$ cat src/rtl/aud_recorder.sv
// I2S left-channel capture: deserialises 16-bit left samples on the bit clock and
// writes each one to sample memory with a single-cycle strobe under start/pause/stop control.
module aud_recorder #(
    parameter int                ADDR_W   = 20,
    parameter logic [ADDR_W-1:0] MAX_ADDR = {ADDR_W{1'b1}}
) (
    input  logic              i_bclk,
    input  logic              i_rst_n,
    input  logic              i_adclrck,
    input  logic              i_adcdat,
    input  logic              i_start,
    input  logic              i_pause,
    input  logic              i_stop,
    output logic [ADDR_W-1:0] o_address,
    output logic [15:0]       o_data,
    output logic              o_we,
    output logic [ADDR_W:0]   o_len,
    output logic              o_busy,
    output logic              o_full
);

    // state   | meaning
    // S_IDLE  | not recording; o_len/o_data/o_full hold last result
    // S_ARM   | wait for right half so capture starts on a fresh left frame
    // S_WAIT  | wait for LRCK low; that edge is the I2S delay slot
    // S_SHIFT | shifting 16 left-channel bits, MSB first
    // S_WRITE | write strobe high; decide full/stop/pause/continue
    // S_PAUSE | paused between words, o_address held
    typedef enum logic [2:0] {
        S_IDLE, S_ARM, S_WAIT, S_SHIFT, S_WRITE, S_PAUSE
    } state_t;

    state_t            state_q, state_d;
    logic [ADDR_W-1:0] addr_q, addr_d;
    logic [ADDR_W-1:0] oaddr_q, oaddr_d;
    logic [15:0]       data_q, data_d;
    logic              we_q, we_d;
    logic [ADDR_W:0]   len_q, len_d;
    logic              full_q, full_d;
    logic [14:0]       shift_q, shift_d;
    logic [3:0]        cnt_q, cnt_d;
    logic              ppend_q, ppend_d;

    always_ff @(posedge i_bclk or negedge i_rst_n) begin
        if (!i_rst_n) begin
            state_q <= S_IDLE;
            addr_q  <= '0;
            oaddr_q <= '0;
            data_q  <= '0;
            we_q    <= 1'b0;
            len_q   <= '0;
            full_q  <= 1'b0;
            shift_q <= '0;
            cnt_q   <= '0;
            ppend_q <= 1'b0;
        end else begin
            state_q <= state_d;
            addr_q  <= addr_d;
            oaddr_q <= oaddr_d;
            data_q  <= data_d;
            we_q    <= we_d;
            len_q   <= len_d;
            full_q  <= full_d;
            shift_q <= shift_d;
            cnt_q   <= cnt_d;
            ppend_q <= ppend_d;
        end
    end

    always_comb begin
        state_d = state_q;
        addr_d  = addr_q;
        oaddr_d = oaddr_q;
        data_d  = data_q;
        we_d    = 1'b0;
        len_d   = len_q;
        full_d  = full_q;
        shift_d = shift_q;
        cnt_d   = cnt_q;
        ppend_d = ppend_q;
        case (state_q)
            S_IDLE: begin
                if (i_start && !i_stop) begin
                    addr_d  = '0;
                    len_d   = '0;
                    full_d  = 1'b0;
                    ppend_d = 1'b0;
                    state_d = S_ARM;
                end
            end
            S_ARM: begin
                if (i_stop)         state_d = S_IDLE;
                else if (i_pause)   state_d = S_PAUSE;
                else if (i_adclrck) state_d = S_WAIT;
            end
            S_WAIT: begin
                if (i_stop)       state_d = S_IDLE;
                else if (i_pause) state_d = S_PAUSE;
                else if (!i_adclrck) begin
                    cnt_d   = '0;
                    state_d = S_SHIFT;
                end
            end
            S_SHIFT: begin
                if (i_stop) begin
                    ppend_d = 1'b0;
                    state_d = S_IDLE;
                end else begin
                    shift_d = {shift_q[13:0], i_adcdat};
                    cnt_d   = cnt_q + 4'd1;
                    if (i_pause) ppend_d = 1'b1;
                    if (cnt_q == 4'd15) begin
                        data_d  = {shift_q, i_adcdat};
                        oaddr_d = addr_q;
                        we_d    = 1'b1;
                        state_d = S_WRITE;
                    end
                end
            end
            S_WRITE: begin
                len_d   = len_q + 1'b1;
                ppend_d = 1'b0;
                // Full check comes first so the address never wraps.
                if (addr_q == MAX_ADDR) begin
                    full_d  = 1'b1;
                    state_d = S_IDLE;
                end else if (i_stop) begin
                    state_d = S_IDLE;
                end else if (i_pause || ppend_q) begin
                    state_d = S_PAUSE;
                end else begin
                    addr_d  = addr_q + 1'b1;
                    state_d = S_ARM;
                end
            end
            S_PAUSE: begin
                if (i_stop) begin
                    state_d = S_IDLE;
                end else if (i_start && !i_pause) begin
                    addr_d  = addr_q + 1'b1;
                    state_d = S_ARM;
                end
            end
            default: state_d = S_IDLE;
        endcase
    end

    assign o_address = oaddr_q;
    assign o_data    = data_q;
    assign o_we      = we_q;
    assign o_len     = len_q;
    assign o_busy    = (state_q != S_IDLE);
    assign o_full    = full_q;

endmodule

$ cat config.mk
export PLATFORM = sky130hd
export DESIGN_NAME = aud_recorder
export DESIGN_NICKNAME = d
export VERILOG_FILES = /design/src/rtl/aud_recorder.sv
export SDC_FILE = /design/constraint.sdc
export NUM_CORES = 1
export LEC_CHECK = 0
export ABC_CLOCK_PERIOD_IN_PS = 5600
export CORE_UTILIZATION = 58
export DETAILED_ROUTE_END_ITERATION = 10
export HOLD_SLACK_MARGIN = 0.06
export PLACE_DENSITY = 0.84
export SLEW_MARGIN = 10
export SYNTH_ARGS = -nofsm -noshare
export SYNTH_HDL_FRONTEND = slang
export SYNTH_SLANG_ARGS = --single-unit
$ cat constraint.sdc
create_clock -name i_bclk -period 5.6 [get_ports i_bclk]
set_input_delay 0.56 -clock i_bclk [delete_from_list [all_inputs] [get_ports i_bclk]]
set_output_delay 0.56 -clock i_bclk [all_outputs]
set_load 0.05 [all_outputs]
==> out/results.tsv, run 1 <==
metric	value	unit
CTS tree	yes	
number of synthesized register bits	102	
final hold vios	0	
Hold WC Path Type	in -> async	
Reg2Reg Depth	5	
Routed Antenna Nets	0	
Seq/Total Area, Yosys	53.3	%
DRC	0	
WP buf/inv	1	
Pwr Total	1950	µW
Startpoint Class	primary input	
top cell type's share of synthesized area	53.3	%
htree depth	3	
Worst EP required	5820	ps
Syn Inst Count	416	
CP delay by family, top	compound AO/OA/AOI/OAI gates	
RSZ-0062 raised after global routing	false	
relative slew slack	35.0	%
synth cell count leaders	dfrtp_1 (102), mux2_2 (53), nand2_1 (39)	
critical path arrival	2970	ps
CTS Hold Bufs	0	
CP Class	in -> reg	
aggregate global-route resource usage	24.1	%
Sink Count	102	
die width	92.9	µm
first-pass GRT wire length	16400	µm
Post-Syn Nets	426	
routed wire length per instance	16.9	µm
gp weighted congestion	0.829	
post-layout min period	2750	ps
root buf cell	clkbuf_8	
io pins	67	
Peak VDD IR	0.202	mV
Mapped Area	4790	µm²
detailed-route wire length	9860	µm
setup TNS	0	ps
fraction of layout cells with a size suffix above 1	18.0	%
area leader, netlist	dfrtp_1	
Initial DRT Pass Iterations	5	
Post-Syn Area per Cell	11.5	µm²
cell leakage power	0.00256	µW
die area	8630	µm²
main flop type after synthesis	dfrtp_1	
Vert. Die Dim	92.9	µm
filler instances	547	
Clock transition at path regs	90	ps
number of synthesized flops with an enable pin	0	
worst stage delay on the critical path	650	ps
worst slew pin tran	975	ps
Setup Skew	14.5	ps
final setup fails	0	
setup repair bufs after CTS	0	
Crit. End Element	flip-flop	
vias after detailed routing	3582	
largest net degree at the start of global routing	80	
Max stage delay cell, worst path	clkdlybuf4s50_1	
Layout area overhead	19.9	%
num rows	32	
initial antenna violation count	0	
# port buffers	66	
vias in the first global route	3361	
Yosys cell types	65	
FF-to-FF End	addr_q[11]	
First DRT Iteration DRCs	216	
Peak Freq	364	MHz
Synth async-reset ratio	100	%
pwr/cell area	339	nW/µm²
worst-case clock buffer depth	2	
Slew Limit Fails	0	
status	completed	
CTS buffer count	9	
CP max FO	19	
max_cap viols	0	
Final Net Count	487	
main area contributors after synthesis	dfrtp_1 (53%), mux2_2 (12%), nand2_1 (3.1%), o21ai_0 (3.0%), nand3_1 (2.0%)	
clk_lat worst skew	370	ps
vias per cell	6.13	
CP cell instances	clkdlybuf4s50_1, nor2_4, nand3_1, a22oi_2, a41o_1, a21oi_1	
Core Box Area	7850	µm²
CTS resizes	0	
Synth warnings	0	
GRT overflow	0	
antenna diode count	0	
top-count cell post-synth	dfrtp_1	
Post-DP HPWL	6620	µm
period utilization	49.1	%
Initial Utilization	61.0	%
register-to-register setup slack	3090	ps
FF-to-FF Start	state_q[2]	
[metal layers]
metal	up-vias	global-route usage [%]	part of all wire (%)
met5	-	0	0
met4	0	8.59	1.4
met3	17	5.09	6.4
met2	131	36.9	47
met1	1772	34.2	45
li1	1662	-	-
[area by class of cell]
cell class              count  area [µm²]  area share (%)
clock buffers              11         131            2.29
inverters                   4        15.0           0.261
clock inverters             5         108            1.87
well taps                 102         128            2.22
multi-input cells         291        2130            37.0
repair buffers             69         681            11.9
flip-flops and latches    102        2550            44.5
[cell usage in the layout (no fill, tap or decap), types with 11 or more instances in the layout]
| master | n |
|---|---|
| nand2_1 | 39 |
| dfrtp_1 | 102 |
| nor2_1 | 19 |
| nand3_1 | 19 |
| o21ai_0 | 29 |
| mux2_2 | 53 |
| a21oi_1 | 11 |
| clkdlybuf4s50_1 | 65 |
[where the power goes]
group	internal (µW)	leakage, µW	switching [µW]
combinational	183	0.00104	299
clock	299	0.000118	248
sequential	803	0.00140	116
total	1280	0.00256	663
[stage by stage]
step	hold WS, ps	instance area [µm²]	std cells	utilization [%]	setup slack, ps
2_1_floorplan	264	4790	416	-	3610
3_3_place_gp	467	5500	568	70.1	2590
3_5_place_dp	472	5500	568	70.1	2480
4_1_cts	81.8	5740	584	73.2	2870
5_1_grt	98.2	5740	584	73.2	2680
6_report	75.7	5740	584	73.2	2850
[flip-flops by register name, summed over array words and instances (netlist names)]
name / flops
o_address: 20
o_full: 1
shift_q: 15
state_q: 3
ppend_q: 1
o_data: 16
o_len: 21
cnt_q: 4
o_we: 1
addr_q: 20
[how the worst max path moves through the flow]
stage,depth (start not counted),startpoint,slack (ps),end
2_1_floorplan,4,i_stop,3610,o_address[0]
3_3_place_gp,6,i_stop,2590,addr_q[19]
3_5_place_dp,6,i_stop,2480,addr_q[19]
4_1_cts,6,i_stop,2870,addr_q[19]
5_1_grt,6,i_stop,2680,addr_q[17]
6_report,6,i_stop,2850,addr_q[19]
[logic make-up after synthesis]
kind of cell | synth area share (%)
and+or+nand+nor | 16.5
DFF | 53.3
AOI/OAI and AO/OA | 11.9
muxes | 14.3
buffers and inverters | 2.30
xor gates and xnor gates | 0.914
adders and majority gates | 0.784
[worst register-to-register path, stage by stage, from the launching register on]
cell and delay [ps]:
dfrtp_1 740, nor3b_2 620, nand4_1 310, o22ai_4 440
o311ai_0 200, o41ai_1 110
(Power assumes the default switching activity.)
==> inputs of run 2 (changes only) <==
--- a/config.mk
+++ b/config.mk
@@ -5,11 +5,11 @@
 export SDC_FILE = /design/constraint.sdc
 export NUM_CORES = 1
 export LEC_CHECK = 0
-export ABC_CLOCK_PERIOD_IN_PS = 5600
-export CORE_UTILIZATION = 58
+export ABC_CLOCK_PERIOD_IN_PS = 2810
+export CORE_UTILIZATION = 55
 export DETAILED_ROUTE_END_ITERATION = 10
 export HOLD_SLACK_MARGIN = 0.06
-export PLACE_DENSITY = 0.84
+export PLACE_DENSITY = 0.8
 export SLEW_MARGIN = 10
 export SYNTH_ARGS = -nofsm -noshare
 export SYNTH_HDL_FRONTEND = slang
==> constraint.sdc (replaced) <==
create_clock -name i_bclk -period 2.81 [get_ports i_bclk]
set_input_delay 0.281 -clock i_bclk [delete_from_list [all_inputs] [get_ports i_bclk]]
set_output_delay 0.281 -clock i_bclk [all_outputs]
set_load 0.05 [all_outputs]
==> out/results.tsv, run 2 (synthesized netlist as in run 1, its figures left out) <==
metric	value	unit	change
fraction of layout cells with a size suffix above 1	19.4	%	+1.4 points
CP max FO	14		-5
root buf cell	clkbuf_8		
worst slew pin tran	686	ps	-288 ps
CTS buffer count	9		unchanged
Post-DP Area	5580	µm²	+1.3%
cell leakage power	0.00258	µW	+0.62%
die area	9090	µm²	+5.3%
Clock transition at path regs	100	ps	about the same
clk_lat worst skew	370	ps	about the same
Layout area overhead	20.4	%	
post-layout min period	2400	ps	
period utilization	85.3	%	
Crit. End Element	output port		
final hold vios	0		unchanged
Routed Antenna Nets	0		unchanged
routed wire length per instance	16.7	µm	-1.4%
Vert. Die Dim	95.3	µm	+2.6%
CP Class	reg -> out		
antenna diode count	0		unchanged
io pins	67		unchanged
GRT overflow	0		unchanged
Sink Count	102		unchanged
DRC	0		unchanged
most frequent cells in the layout	dfrtp_1 (102), clkdlybuf4s50_1 (65), mux2_2 (53), nand2_1 (39), o21ai_0 (29)		
Hold WC Path Type	in -> async		
Initial Utilization	57.4	%	-3.6 points
# port buffers	66		unchanged
Slew Limit Fails	0		unchanged
die width	95.3	µm	+2.6%
vias per cell	6.01		-2.1%
Peak VDD IR	0.350	mV	+73%
aggregate global-route resource usage	24.1	%	-0.038 points
Peak Freq	417	MHz	
worst-case clock buffer depth	2		unchanged
vias after detailed routing	3568		-0.39%
Setup Skew	11.7	ps	-2.86 ps
Core Box Area	8340	µm²	+6.3%
RSZ-0062 raised after global routing	false		
num rows	33		+3.1%
vias in the first global route	3468		+3.2%
relative slew slack	53.9	%	+19 points
max FFs per register	21		unchanged
initial antenna violation count	0		unchanged
setup TNS	0	ps	unchanged
pre-CTS setup slack	409	ps	-2070 ps
Post-DP HPWL	6970	µm	+5.2%
register-to-register setup slack	540	ps	-2550 ps
commonest non-fill, non-tap cell in the layout	dfrtp_1		
Final Cell Area	5770	µm²	+0.41%
Initial DRT Pass Iterations	5		unchanged
pwr/cell area	641	nW/µm²	+89%
status	completed		
max_cap viols	0		unchanged
CTS tree	yes		
htree depth	3		unchanged
first-pass GRT wire length	16800	µm	+2.0%
gp weighted congestion	0.823		-0.74%
setup slack after layout	413	ps	-2440 ps
critical path arrival	2120	ps	-850 ps
Startpoint Class	flip-flop		
largest net degree at the start of global routing	46		-43%
detailed-route wire length	9890	µm	+0.33%
Worst EP required	2530	ps	-3290 ps
Final Net Count	494		+1.4%
First DRT Iteration DRCs	198		-8.3%
final setup fails	0		unchanged
filler instances	596		+9.0%
==> run 2: cell type report <==
cell class / instances / area, µm² / area share (%)
flip-flops and latches: 102 / 2550 / 44.3
well taps: 105 / 131 / 2.28
repair buffers: 76 / 761 / 13.2
multi-input cells: 291 / 2130 / 36.9
clock buffers: 9 / 124 / 2.15
clock inverters: 7 / 55.1 / 0.955
inverters: 4 / 15.0 / 0.260
==> run 2: where the power goes <==
part / leakage [µW] / switching [µW] / internal (µW) / total, µW
clock network: 0.0000923 / 527 / 335 / 862
registers: 0.00140 / 167 / 1600 / 1770
logic: 0.00108 / 665 / 399 / 1060
==> run 2: path summary, 6_finish.rpt <==
check | start | to | cells after the start
worst max-delay path | state_q[0] | o_busy | 3
worst min-delay path | i_rst_n | o_len[17] | 2
worst max register to register | addr_q[0] | addr_q[15] | 6
worst min register to register | o_len[20] | o_len[20] | 1
max in group asynchronous | i_rst_n | addr_q[7] | 3
min in group i_bclk | o_len[20] | o_len[20] | 1
==> run 2: metrics by stage <==
stage | utilization (%) | total power, µW | std cells | hold WS, ps
final | 69.1 | 3690 | 594 | 456
after global routing | 69.1 | 3890 | 594 | 513
after CTS | 69.1 | 3710 | 594 | 472
after detailed placement | 66.9 | 2850 | 577 | 324
after global placement | 66.9 | 2810 | 577 | 318
after floorplan | - | 2530 | 416 | -14.6
==> run 2: critical path: stages (launching register included) <==
cell and delay [ps]:
dfrtp_1 460, buf_4 220, or3_1 370, clkdlybuf4s50_1 710
==> run 2: layer usage <==
metal  wire [µm]  GRT usage (%)  up-vias  share of wire [%]
met4         130           8.71        0                1.3
met1        4540           33.1     1756                 46
met5           0              0        -                  0
met2        4650           37.3      108                 47
met3         565           5.58       12                5.7
li1            -              -     1692                  -
==> run 2: what timing repair did <==
item                                    4_1_cts  5_1_grt
buffers inserted                              0        0
hold endpoints to repair                     43        0
gates resized for setup                       0        0
endpoints found under the setup margin        0        0
hold buffers                                  1        0
==> inputs of run 3 (changes only) <==
--- a/config.mk
+++ b/config.mk
@@ -6,10 +6,11 @@
 export NUM_CORES = 1
 export LEC_CHECK = 0
 export ABC_CLOCK_PERIOD_IN_PS = 2810
-export CORE_UTILIZATION = 55
+export CORE_UTILIZATION = 57
+export CTS_BUF_LIST = sky130_fd_sc_hd__clkbuf_8
 export DETAILED_ROUTE_END_ITERATION = 10
 export HOLD_SLACK_MARGIN = 0.06
-export PLACE_DENSITY = 0.8
+export PLACE_DENSITY = 0.83
 export SLEW_MARGIN = 10
 export SYNTH_ARGS = -nofsm -noshare
 export SYNTH_HDL_FRONTEND = slang
==> out/results.tsv, run 3 (synthesized netlist as in run 1, its figures left out) <==
metric	value	unit	change
worst-case clock buffer depth	2		unchanged
Final Net Count	492		-0.40%
setup repair bufs after CTS	0		unchanged
Initial Utilization	58.6	%	+1.2 points
worst setup path start	state_q[0]		
setup TNS	0	ps	unchanged
critical path arrival	2140	ps	+20 ps
aggregate global-route resource usage	25.2	%	+1.2 points
status	completed		
initial antenna violation count	0		unchanged
htree depth	3		unchanged
Worst EP required	2530	ps	about the same
GRT overflow	0		unchanged
post-layout min period	2420	ps	+19.7 ps
die area	8770	µm²	-3.4%
io pins	67		unchanged
Peak Freq	414	MHz	-0.82%
# port buffers	66		unchanged
Setup Skew	6.62	ps	-5.04 ps
worst slew pin tran	733	ps	+46.7 ps
setup slack after layout	393	ps	-19.7 ps
most frequent cells in the layout	dfrtp_1 (102), clkdlybuf4s50_1 (65), mux2_2 (53), nand2_1 (39), o21ai_0 (29)		
Initial DRT Pass Iterations	4		-1
register-to-register setup slack	510	ps	-30 ps
cell leakage power	0.00256	µW	-0.43%
FF-to-FF Start	state_q[0]		
Slew Limit Fails	0		unchanged
first-pass GRT wire length	17000	µm	+1.5%
Pwr Total	3680	µW	-0.49%
RSZ-0062 raised after global routing	false		
vias in the first global route	3578		+3.2%
period utilization	86.0	%	+0.70 points
max FFs per register	21		unchanged
Crit. End Element	output port		
Startpoint Class	flip-flop		
relative slew slack	50.7	%	-3.1 points
Final Cell Area	5750	µm²	-0.20%
pre-CTS setup slack	485	ps	+75.9 ps
Sink Count	102		unchanged
Clock transition at path regs	100	ps	about the same
CTS tree	yes		
CTS buffer count	9		unchanged
clk_lat worst skew	370	ps	about the same
routed wire length per instance	17.0	µm	+1.9%
CP max FO	20		+6
CP Class	reg -> out		
final setup fails	0		unchanged
Post-DP Area	5560	µm²	-0.27%
pwr/cell area	639	nW/µm²	-0.30%
antenna diode count	0		unchanged
root buf cell	clkbuf_8		
Peak VDD IR	0.423	mV	+21%
gp weighted congestion	0.816		-0.85%
largest net degree at the start of global routing	62		+35%
Vert. Die Dim	93.7	µm	-1.7%
Routed Antenna Nets	0		unchanged
fraction of layout cells with a size suffix above 1	18.9	%	-0.54 points
Post-DP HPWL	6860	µm	-1.5%
max_cap viols	0		unchanged
vias after detailed routing	3624		+1.6%
commonest non-fill, non-tap cell in the layout	dfrtp_1		
detailed-route wire length	10000	µm	+1.5%
vias per cell	6.12		+1.9%
Core Box Area	8180	µm²	-2.0%
DRC	0		unchanged
First DRT Iteration DRCs	181		-8.6%
num rows	33		unchanged
Hold WC Path Type	in -> async		
Layout area overhead	20.1	%	
die width	93.7	µm	-1.7%
final hold vios	0		unchanged
run 3: final cells by class:
cell class / instances / area (µm²)
clock buffers: 10 / 138
multi-input cells: 291 / 2130
repair buffers: 74 / 746
fillers: 583 / 2420
inverters: 4 / 15.0
flip-flops and latches: 102 / 2550
clock inverters: 6 / 45.0
well taps: 105 / 131
run 3: routing by layer:
layer | wire length, µm | global-route usage, % | part of all wire, % | vias to the layer above
li1 | - | - | - | 1680
met4 | 237 | 12.1 | 2.4 | 0
met3 | 641 | 6.47 | 6.4 | 24
met1 | 4460 | 33.1 | 44 | 1791
met5 | 0 | 0 | 0 | -
met2 | 4710 | 39.3 | 47 | 129
run 3: timing repair:
item	CTS	global route
gates resized for setup	0	0
hold buffers	1	0
hold endpoints to repair	41	0
run 3: stage by stage:
stage,utilization [%],hold WS (ps),std cells
floorplan,-,-14.6,416
global placement,68.0,309,575
detailed placement,68.0,304,575
CTS,70.4,452,592
global route,70.4,480,592
finish,70.4,436,592
run 3: power breakdown:
| group | internal [µW] | total (µW) | leakage [µW] | switching [µW] |
|---|---|---|---|---|
| logic | 388 | 1010 | 0.00107 | 624 |
| registers | 1600 | 1800 | 0.00140 | 200 |
| clock network | 351 | 864 | 0.0000907 | 513 |
| total | 2340 | 3680 | 0.00256 | 1340 |
run 3: worst max-delay path: stages (launching register included):
cell,delay [ps]
dfrtp_1,610
or3_1,450
clkdlybuf4s50_1,710
run 3: final timing paths:
check                             end  cells after the start
setup / recovery               o_busy                      2
hold / removal              o_len[17]                      2
setup reg to reg            o_len[13]                      5
hold reg to reg             o_len[20]                      1
max in group asynchronous  state_q[2]                      3
min in group i_bclk         o_len[20]                      1
